File: src/rtl/psg_register_bus.sv
// SN76489-style write port and control registers: latch/data byte decode plus READY emulation.
// Optional PSG_WE_SYNC_EN adds a 2-flop synchronizer on we_n/data ahead of edge detection.
module psg_register_bus #(
  parameter int NUM_TONES                = 3,
  parameter int ATTENUATION_CONTROL_BITS = 4,
  parameter int TONE_FREQUENCY_BITS      = 10,
  parameter int NOISE_CONTROL_BITS       = 3,
  parameter int WRITE_CYCLES             = 32
) (
  input  logic                                              clk,
  input  logic                                              reset,
  input  logic [7:0]                                        data,
  input  logic                                              we_n,
  output logic                                              ready,
  output logic [(NUM_TONES+1)*ATTENUATION_CONTROL_BITS-1:0] attn_flat,
  output logic [NUM_TONES*TONE_FREQUENCY_BITS-1:0]          tone_freq_flat,
  output logic [NOISE_CONTROL_BITS-1:0]                     noise_ctrl,
  output logic                                              noise_reset_lfsr
);

  localparam int AB = ATTENUATION_CONTROL_BITS;
  localparam int TB = TONE_FREQUENCY_BITS;
  localparam int NB = NOISE_CONTROL_BITS;

  typedef enum logic {IDLE = 1'b0, BUSY = 1'b1} state_e;

  state_e                              state_q, state_d;
  logic [7:0]                          cnt_q, cnt_d;
  logic                                we_n_q;
  logic [NUM_TONES:0][AB-1:0]          attn_q, attn_d;
  logic [NUM_TONES-1:0][TB-1:0]        tone_q, tone_d;
  logic [NB-1:0]                       noise_q, noise_d;
  logic [1:0]                          ch_q, ch_d;
  logic                                type_q, type_d;
  logic                                nrl_q, nrl_d;
  logic                                we_s;
  logic [7:0]                          data_s;
  logic                                accept;

`ifdef PSG_WE_SYNC_EN
  logic [1:0]      we_sync_q;
  logic [1:0][7:0] data_sync_q;

  always_ff @(posedge clk) begin
    if (reset) begin
      we_sync_q   <= 2'b11;
      data_sync_q <= '0;
    end else begin
      we_sync_q   <= {we_sync_q[0], we_n};
      data_sync_q <= {data_sync_q[0], data};
    end
  end

  assign we_s   = we_sync_q[1];
  assign data_s = data_sync_q[1];
`else
  assign we_s   = we_n;
  assign data_s = data;
`endif

  // Falling edges seen while BUSY are dropped; we_n_q keeps tracking so a held strobe never retriggers.
  assign accept = we_n_q & ~we_s & (state_q == IDLE) & ~reset;

  always_ff @(posedge clk) begin
    if (reset) begin
      state_q <= IDLE;
      cnt_q   <= '0;
      we_n_q  <= 1'b1;
    end else begin
      state_q <= state_d;
      cnt_q   <= cnt_d;
      we_n_q  <= we_s;
    end
  end

  always_comb begin
    state_d = state_q;
    cnt_d   = cnt_q;
    case (state_q)
      IDLE: if (accept) begin
        state_d = BUSY;
        cnt_d   = 8'(WRITE_CYCLES - 1);
      end
      BUSY: if (cnt_q == 8'd0) state_d = IDLE;
            else               cnt_d   = cnt_q - 8'd1;
      default: state_d = IDLE;
    endcase
  end

  always_comb begin
    ready = (state_q == IDLE);
  end

  always_comb begin
    attn_d  = attn_q;
    tone_d  = tone_q;
    noise_d = noise_q;
    ch_d    = ch_q;
    type_d  = type_q;
    nrl_d   = 1'b0;
    if (accept) begin
      if (data_s[7]) begin
        ch_d   = data_s[6:5];
        type_d = data_s[4];
        if (data_s[4]) begin
          attn_d[data_s[6:5]] = AB'(data_s[3:0]);
        end else if (data_s[6:5] == 2'(NUM_TONES)) begin
          noise_d = NB'(data_s[2:0]);
          nrl_d   = 1'b1;
        end else begin
          tone_d[data_s[6:5]][3:0] = data_s[3:0];
        end
      end else begin
        if (type_q) begin
          attn_d[ch_q] = AB'(data_s[3:0]);
        end else if (ch_q == 2'(NUM_TONES)) begin
          noise_d = NB'(data_s[2:0]);
          nrl_d   = 1'b1;
        end else begin
          tone_d[ch_q][TB-1:4] = (TB-4)'(data_s[5:0]);
        end
      end
    end
  end

  always_ff @(posedge clk) begin
    if (reset) begin
      attn_q  <= '1;
      tone_q  <= '0;
      noise_q <= '0;
      ch_q    <= '0;
      type_q  <= 1'b0;
      nrl_q   <= 1'b0;
    end else begin
      attn_q  <= attn_d;
      tone_q  <= tone_d;
      noise_q <= noise_d;
      ch_q    <= ch_d;
      type_q  <= type_d;
      nrl_q   <= nrl_d;
    end
  end

  assign attn_flat        = attn_q;
  assign tone_freq_flat   = tone_q;
  assign noise_ctrl       = noise_q;
  assign noise_reset_lfsr = nrl_q;

endmodule

File: config.mk
export PLATFORM = sky130hd
export DESIGN_NAME = psg_register_bus
export DESIGN_NICKNAME = d
export VERILOG_FILES = /design/src/rtl/psg_register_bus.sv
export SDC_FILE = /design/constraint.sdc
export NUM_CORES = 1
export LEC_CHECK = 0
export CAP_MARGIN = 20
export CORE_MARGIN = 10
export CORE_UTILIZATION = 53
export DETAILED_ROUTE_END_ITERATION = 8
export GPL_TIMING_DRIVEN = 0
export PLACE_DENSITY_LB_ADDON = 0.3
export SYNTH_ARGS = -nofsm -noshare
export SYNTH_HDL_FRONTEND = slang
export SYNTH_SLANG_ARGS = --single-unit
File: constraint.sdc
create_clock -name clk -period 4.5 [get_ports clk]
set_input_delay 0.675 -clock clk [delete_from_list [all_inputs] [get_ports clk]]
set_output_delay 0.675 -clock clk [all_outputs]
set_load 0.05 [all_outputs]
==> results of run 1 <==
[registers in the layout, indices dropped and copies added, names as in the netlist]
name,count
state_q,1
ch_q,2
noise_reset_lfsr,1
attn_flat,16
noise_ctrl,3
tone_freq_flat,30
cnt_q,8
type_q,1
we_n_q,1
[worst paths after layout]
check                    start                  to  slack (ns)  cells after the start
hold reg to reg   attn_flat[0]        attn_flat[0]        0.47                      1
setup reg to reg       state_q  tone_freq_flat[22]        2.43                      6
hold / removal    attn_flat[0]        attn_flat[0]        0.47                      1
setup / recovery       data[7]   tone_freq_flat[1]        1.76                      6
[worst max-delay path: cells and delay by family]
| family | cells | cell delay, ns |
|---|---|---|
| multiplexers | 2 | 1.06 |
| buffers and inverters | 2 | 0.73 |
| AND/OR/NAND/NOR | 2 | 0.47 |
[final cells by class]
class                      instances  area [sq um]  share of cell area, %
buffer                            19          97.6                   2.80
clock buffer                      15           176                   5.06
inverter                           7          26.3                  0.754
multi-input combinational        167          1240                   35.5
sequential                        63          1260                   36.2
tap                               67          83.8                   2.41
timing repair buffer              60           601                   17.2
[power by group]
group          internal (mW)  switching (mW)  leakage, nW  total [mW]
clock network          0.243           0.204       0.0898       0.448
registers              0.572          0.0124        0.511       0.584
logic                 0.0501          0.0836        0.857       0.134
total                  0.865           0.300         1.46        1.17
[through the flow]
step	cell area [sq um]	util (%)	std cells	total power, mW	setup slack [ns]
5_1_grt	3480	73.3	398	1.21	1.69
3_5_place_dp	3310	69.6	383	0.728	1.46
3_3_place_gp	3310	69.6	383	0.724	1.52
6_report	3480	73.3	398	1.17	1.76
2_1_floorplan	2620	-	256	0.685	2.29
4_1_cts	3480	73.3	398	1.17	1.80
[cell families (layout without fill, tap and decap cells)]
logic type               count (synthesis)  after routing  share of synthesized area, %
AO/OA/AOI/OAI                           33             33                          12.0
adder cells (fa/ha/maj)                  2              2                         0.954
buffers and inverters                   26            101                          4.72
flip-flops                              63             63                          48.1
multiplexers                            41             41                          15.7
AND/OR/NAND/NOR                         91             91                          18.6
[cell usage in the layout, fill, tap and decap left out, drive strengths merged, types with 2 or more instances in the layout]
cell type      count
nor3b              3
nor2b             12
a211oi             8
or3                7
inv                7
buf                6
ha                 2
a211o             16
nand3b             3
nor3               5
nand2              3
o211ai             3
clkdlybuf4s50     60
mux2i             40
nor2              45
dfxtp             63
or3b               2
nand3              3
clkbuf            28
nor4               2
[per-layer routing]
| layer | global-route usage, % | vias to the layer above |
|---|---|---|
| met1 | 18.6 | 1041 |
| met3 | 7.56 | 14 |
| met5 | 0 | - |
| met2 | 28.0 | 58 |
| li1 | - | 1041 |
| met4 | 7.03 | 0 |
==> results.tsv, run 1 <==
stage	metric	value	unit
clocking	clockRootBuffer	clkbuf_8	
cells_and_area	n_fill_cell	354	
global_route	grt_pass1_wl	11.4	mm
yosys	syn_inst	256	
placed_design	hpwl	4.76	mm
routing	drtAntennaViolNets	0	
routing	via_per_inst	5.41	
setup_path	cpMostUsedCell	mux2i_1	
yosys	synth_common_cells	dfxtp_1, nor2_1, mux2i_1	
yosys	ys_seq_area_share	48.1	%
setup_path	worstPathMaxFanout	10	
yosys	ys_top_cells_by_area	dfxtp_1, mux2i_1, nor2_1, a211o_1, a211oi_4	
yosys	syn_area	2620	sq um
yosys	syn-num-nets	269	
global_route	antenna_found_initial	0	
setup_path	slowest_delay	0.78	ns
setup_path	critPathSlowestCell	mux2i_1	
setup_path	endpoint_kind	flop	
routing	met1_length	2.84	mm
cells_and_area	num-nets-final	340	
routing	route.met3.wl	504	um
clocking	cts_tree	done	
die	dieArea	8160	sq um
setup_path	path_cells	clkdlybuf4s50_1, buf_2, mux2i_1, nand3_1, mux2i_1, nor2_1	
sta	timing.hold.ws	0.466	ns
yosys	synth_seq_cells	63	
yosys	ys.flop_type	dfxtp_1	
die	fp-row-count	25	
outcome	status	finished, final reports clean	
routing	firstDrtPassIters	4	
yosys	yosysTopAreaCell	dfxtp_1	
yosys	ys_types	36	
clocking	clk_latency	0.34	ns
pwr	ir_drop	263	uV
clocking	cts_setup_buffers	0	
cells_and_area	drive_gt1_share	9.06	%
clocking	clock-sinks	63	
routing	drc	0	
sta	clock.fmax	366	MHz
die	initial_core_util	55.2	%
setup_path	startpoint_type	primary input	
clocking	cts.reportedPaths.clkPinSlew	0.06	ns
clocking	cts_buffers	9	
global_route	grt_overflow	0	
routing	highest_layer	met4	
sta	rsz0062_at_grt	false	
setup_path	critical_path_class	primary input to flop	
die	core	4750	sq um
setup_path	required	4.71	ns
yosys	synth_most_common_cell	dfxtp_1	
sta	finalCriticalPeriod	2.74	ns
sta	slew-limit-headroom	38.2	%
clocking	htreeDepth	3	
sta	slew_violations	0	
yosys	syn_avg_cell_area	10.2	sq um
sta	finClkSkew	0.00838	ns
die	die_h	90.4	um
sta	finalCritPeriodShare	60.8	%
setup_path	crit_arrival	2.94	ns
global_route	grt_max_degree	11	
yosys	ys.warnings.count	0	
pwr	p_leak	1.46	nW
min_path	min_path_type	flop to flop	
yosys	synth_edf_count	0	
cells_and_area	area_growth	32.8	%
die	die_width	90.4	um
routing	vias	2154	
clocking	post_cts_resized	0	
cells_and_area	antenna_cells	0	
sta	tightestPinTransition	0.901	ns
flow_run	maxCapViolCount	0	
clocking	clk_path_buf_depth	2	
pwr	p_per_area	334	nW/um^2
sta	finalHoldViolCount	0	
global_route	grt_pass1_vias	2300	
clocking	ctsHoldBuffers	0	
routing	wl_per_cell	16.9	um
placed_design	port_buffers	60	
yosys	synth_top_area_share	48.1	%
placed_design	gp_congestion	0.816	
sta	setup_violations	0	
yosys	synth-async-reset-ratio	0	%
sta	tns	0	ns
routing	wl_met2	3.27	mm
routing	drt-total-wl	6.73	mm
die	io-pin-count	62	
global_route	gr-usage-all-layers	17.0	%
routing	first_iter_violations	113	
No activity file was read; power rests on OpenSTA's default activity.
==> run 2: changes to the inputs <==
--- a/config.mk
+++ b/config.mk
@@ -7,7 +7,7 @@
 export LEC_CHECK = 0
 export CAP_MARGIN = 20
 export CORE_MARGIN = 10
-export CORE_UTILIZATION = 53
+export CORE_UTILIZATION = 49
 export DETAILED_ROUTE_END_ITERATION = 8
 export GPL_TIMING_DRIVEN = 0
 export PLACE_DENSITY_LB_ADDON = 0.3
==> constraint.sdc (replaced) <==
create_clock -name clk -period 2.65 [get_ports clk]
set_input_delay 0.3975 -clock clk [delete_from_list [all_inputs] [get_ports clk]]
set_output_delay 0.3975 -clock clk [all_outputs]
set_load 0.05 [all_outputs]
==> run 2 against run 1 <==
  * Count of clock-buffer cells in the layout decreased by 6
  * Worst setup slack lost 1.5 ns
  * Worst hold slack worse by 0.0040 ns
  * First-iteration DRC count shrank 12%
  * Sequential share of layout area down 0.26 points
  * Critical path type unchanged
  * Critical endpoint is now tone_freq_flat[5]
  * Highest routed layer unchanged
==> results.tsv, run 2 (same netlist as run 1, synthesis figures left out) <==
stage	metric	value	unit
sta	finClkSkew	0.00879	ns
die	die_width	93.2	um
setup_path	crit_path_end	tone_freq_flat[5]	
setup_path	cp-startpoint	data[7]	
routing	vias	2090	
cells_and_area	antenna_cells	0	
cells_and_area	drive_gt1_share	10.2	%
die	initial_core_util	51.0	%
sta	clock.fmax	417	MHz
setup_path	worstPathMaxFanout	10	
die	core	5140	sq um
die	fp-row-count	26	
sta	setup_violations	0	
routing	wl_per_cell	15.8	um
clocking	clk_latency	0.34	ns
clocking	cts_tree	done	
pwr	ir_drop	360	uV
setup_path	worstReg2RegEnd	tone_freq_flat[25]	
sta	slew_violations	0	
routing	drc	0	
pwr	p_leak	1.46	nW
global_route	grt_pass1_vias	2078	
pwr	total_power	2.04	mW
setup_path	rr_worst_depth	6	
flow_run	maxCapViolCount	0	
routing	first_iter_violations	99	
cells_and_area	largest_reg_flops	30	
routing	drtAntennaViolNets	0	
cells_and_area	final_common_cell	dfxtp_1	
die	io-pin-count	62	
routing	drt-total-wl	6.34	mm
cells_and_area	multiInputGateArea	1240	sq um
die	dieArea	8680	sq um
placed_design	port_buffers	60	
global_route	antenna_found_initial	0	
clocking	clockRootBuffer	clkbuf_8	
routing	via_per_inst	5.20	
setup_path	crit_arrival	2.61	ns
clocking	ctsHoldBuffers	0	
placed_design	hpwl	4.58	mm
setup_path	required	2.86	ns
clocking	post_cts_resized	0	
global_route	grt_max_degree	13	
cells_and_area	final_cell_mix	dfxtp_1, clkdlybuf4s50_1, nor2_1, mux2i_1, a211o_1	
cells_and_area	area_growth	33.8	%
pwr	p_per_area	580	nW/um^2
sta	tightestPinTransition	0.905	ns
sta	finalHoldViolCount	0	
sta	rsz0062_at_grt	false	
clocking	cts_buffers	9	
global_route	gr-usage-all-layers	15.2	%
global_route	grt_pass1_wl	10.6	mm
cells_and_area	num-nets-final	340	
setup_path	timing.rr.start	state_q	
global_route	grt_overflow	0	
sta	slew-limit-headroom	38.0	%
outcome	status	finished, final reports clean	
sta	tns	0	ns
clocking	htreeDepth	3	
cells_and_area	n_fill_cell	444	
clocking	cts.reportedPaths.clkPinSlew	0.07	ns
setup_path	startpoint_type	primary input	
setup_path	r2r_slack	0.64	ns
cells_and_area	area.sequential	1260	sq um
clocking	clock-sinks	63	
routing	firstDrtPassIters	4	
min_path	min_path_type	flop to flop	
clocking	cts_setup_buffers	0	
placed_design	gp_congestion	0.894	
sta	finalCritPeriodShare	90.5	%
die	die_h	93.2	um
clocking	clk_path_buf_depth	2	
setup_path	critical_path_class	primary input to flop	
sta	finalCriticalPeriod	2.40	ns
setup_path	endpoint_kind	flop	
==> run 2: worst max-delay path, stage by stage <==
cell and delay, ns:
clkdlybuf4s50_1 0.50, buf_2 0.21, mux2i_1 0.78, nand3_2 0.41
mux2i_1 0.25, nor2_1 0.05
==> run 2: stage by stage <==
step           hold slack (ns)  util [%]  setup slack (ns)  cell area (sq um)  std cells
6_report                 0.462      68.3             0.251               3510        402
5_1_grt                  0.490      68.3             0.148               3510        402
4_1_cts                  0.464      68.3             0.280               3510        402
3_5_place_dp             0.453      64.4           -0.0847               3310        386
3_3_place_gp             0.443      64.4           -0.0812               3310        386
2_1_floorplan            0.446         -             0.719               2620        256
==> run 2: layout make-up <==
class / count / area share [%]
plain buffers: 19 / 2.78
flip-flops and latches: 63 / 35.9
repair buffers: 60 / 17.1
well taps: 70 / 2.50
inverters: 7 / 0.749
clock inverters: 7 / 2.10
multi-input cells: 167 / 35.3
clock buffers: 9 / 3.53
==> run 2: worst min-delay path by stage <==
stage	startpoint	to	slack (ns)	cells past startpoint
after floorplan	cnt_q[6]	cnt_q[6]	0.45	2
after global placement	attn_flat[0]	attn_flat[0]	0.44	1
after detailed placement	attn_flat[1]	attn_flat[1]	0.45	1
after CTS	attn_flat[0]	attn_flat[0]	0.46	1
after global routing	attn_flat[1]	attn_flat[1]	0.49	1
final	attn_flat[1]	attn_flat[1]	0.46	1
==> run 2: routing by layer <==
| layer | vias up | part of all wire [%] | wire, um | track usage [%] |
|---|---|---|---|---|
| li1 | 1031 | - | - | - |
| met1 | 999 | 42 | 2690 | 17.7 |
| met2 | 51 | 49 | 3090 | 24.5 |
| met3 | 9 | 7.4 | 472 | 6.08 |
| met4 | 0 | 1.4 | 89 | 5.78 |
| met5 | - | 0 | 0 | 0 |
==> run 2: power by group <==
group / total (mW) / switching [mW] / internal, mW
combinational: 0.224 / 0.139 / 0.0850
sequential: 0.990 / 0.0205 / 0.970
clock: 0.821 / 0.388 / 0.433
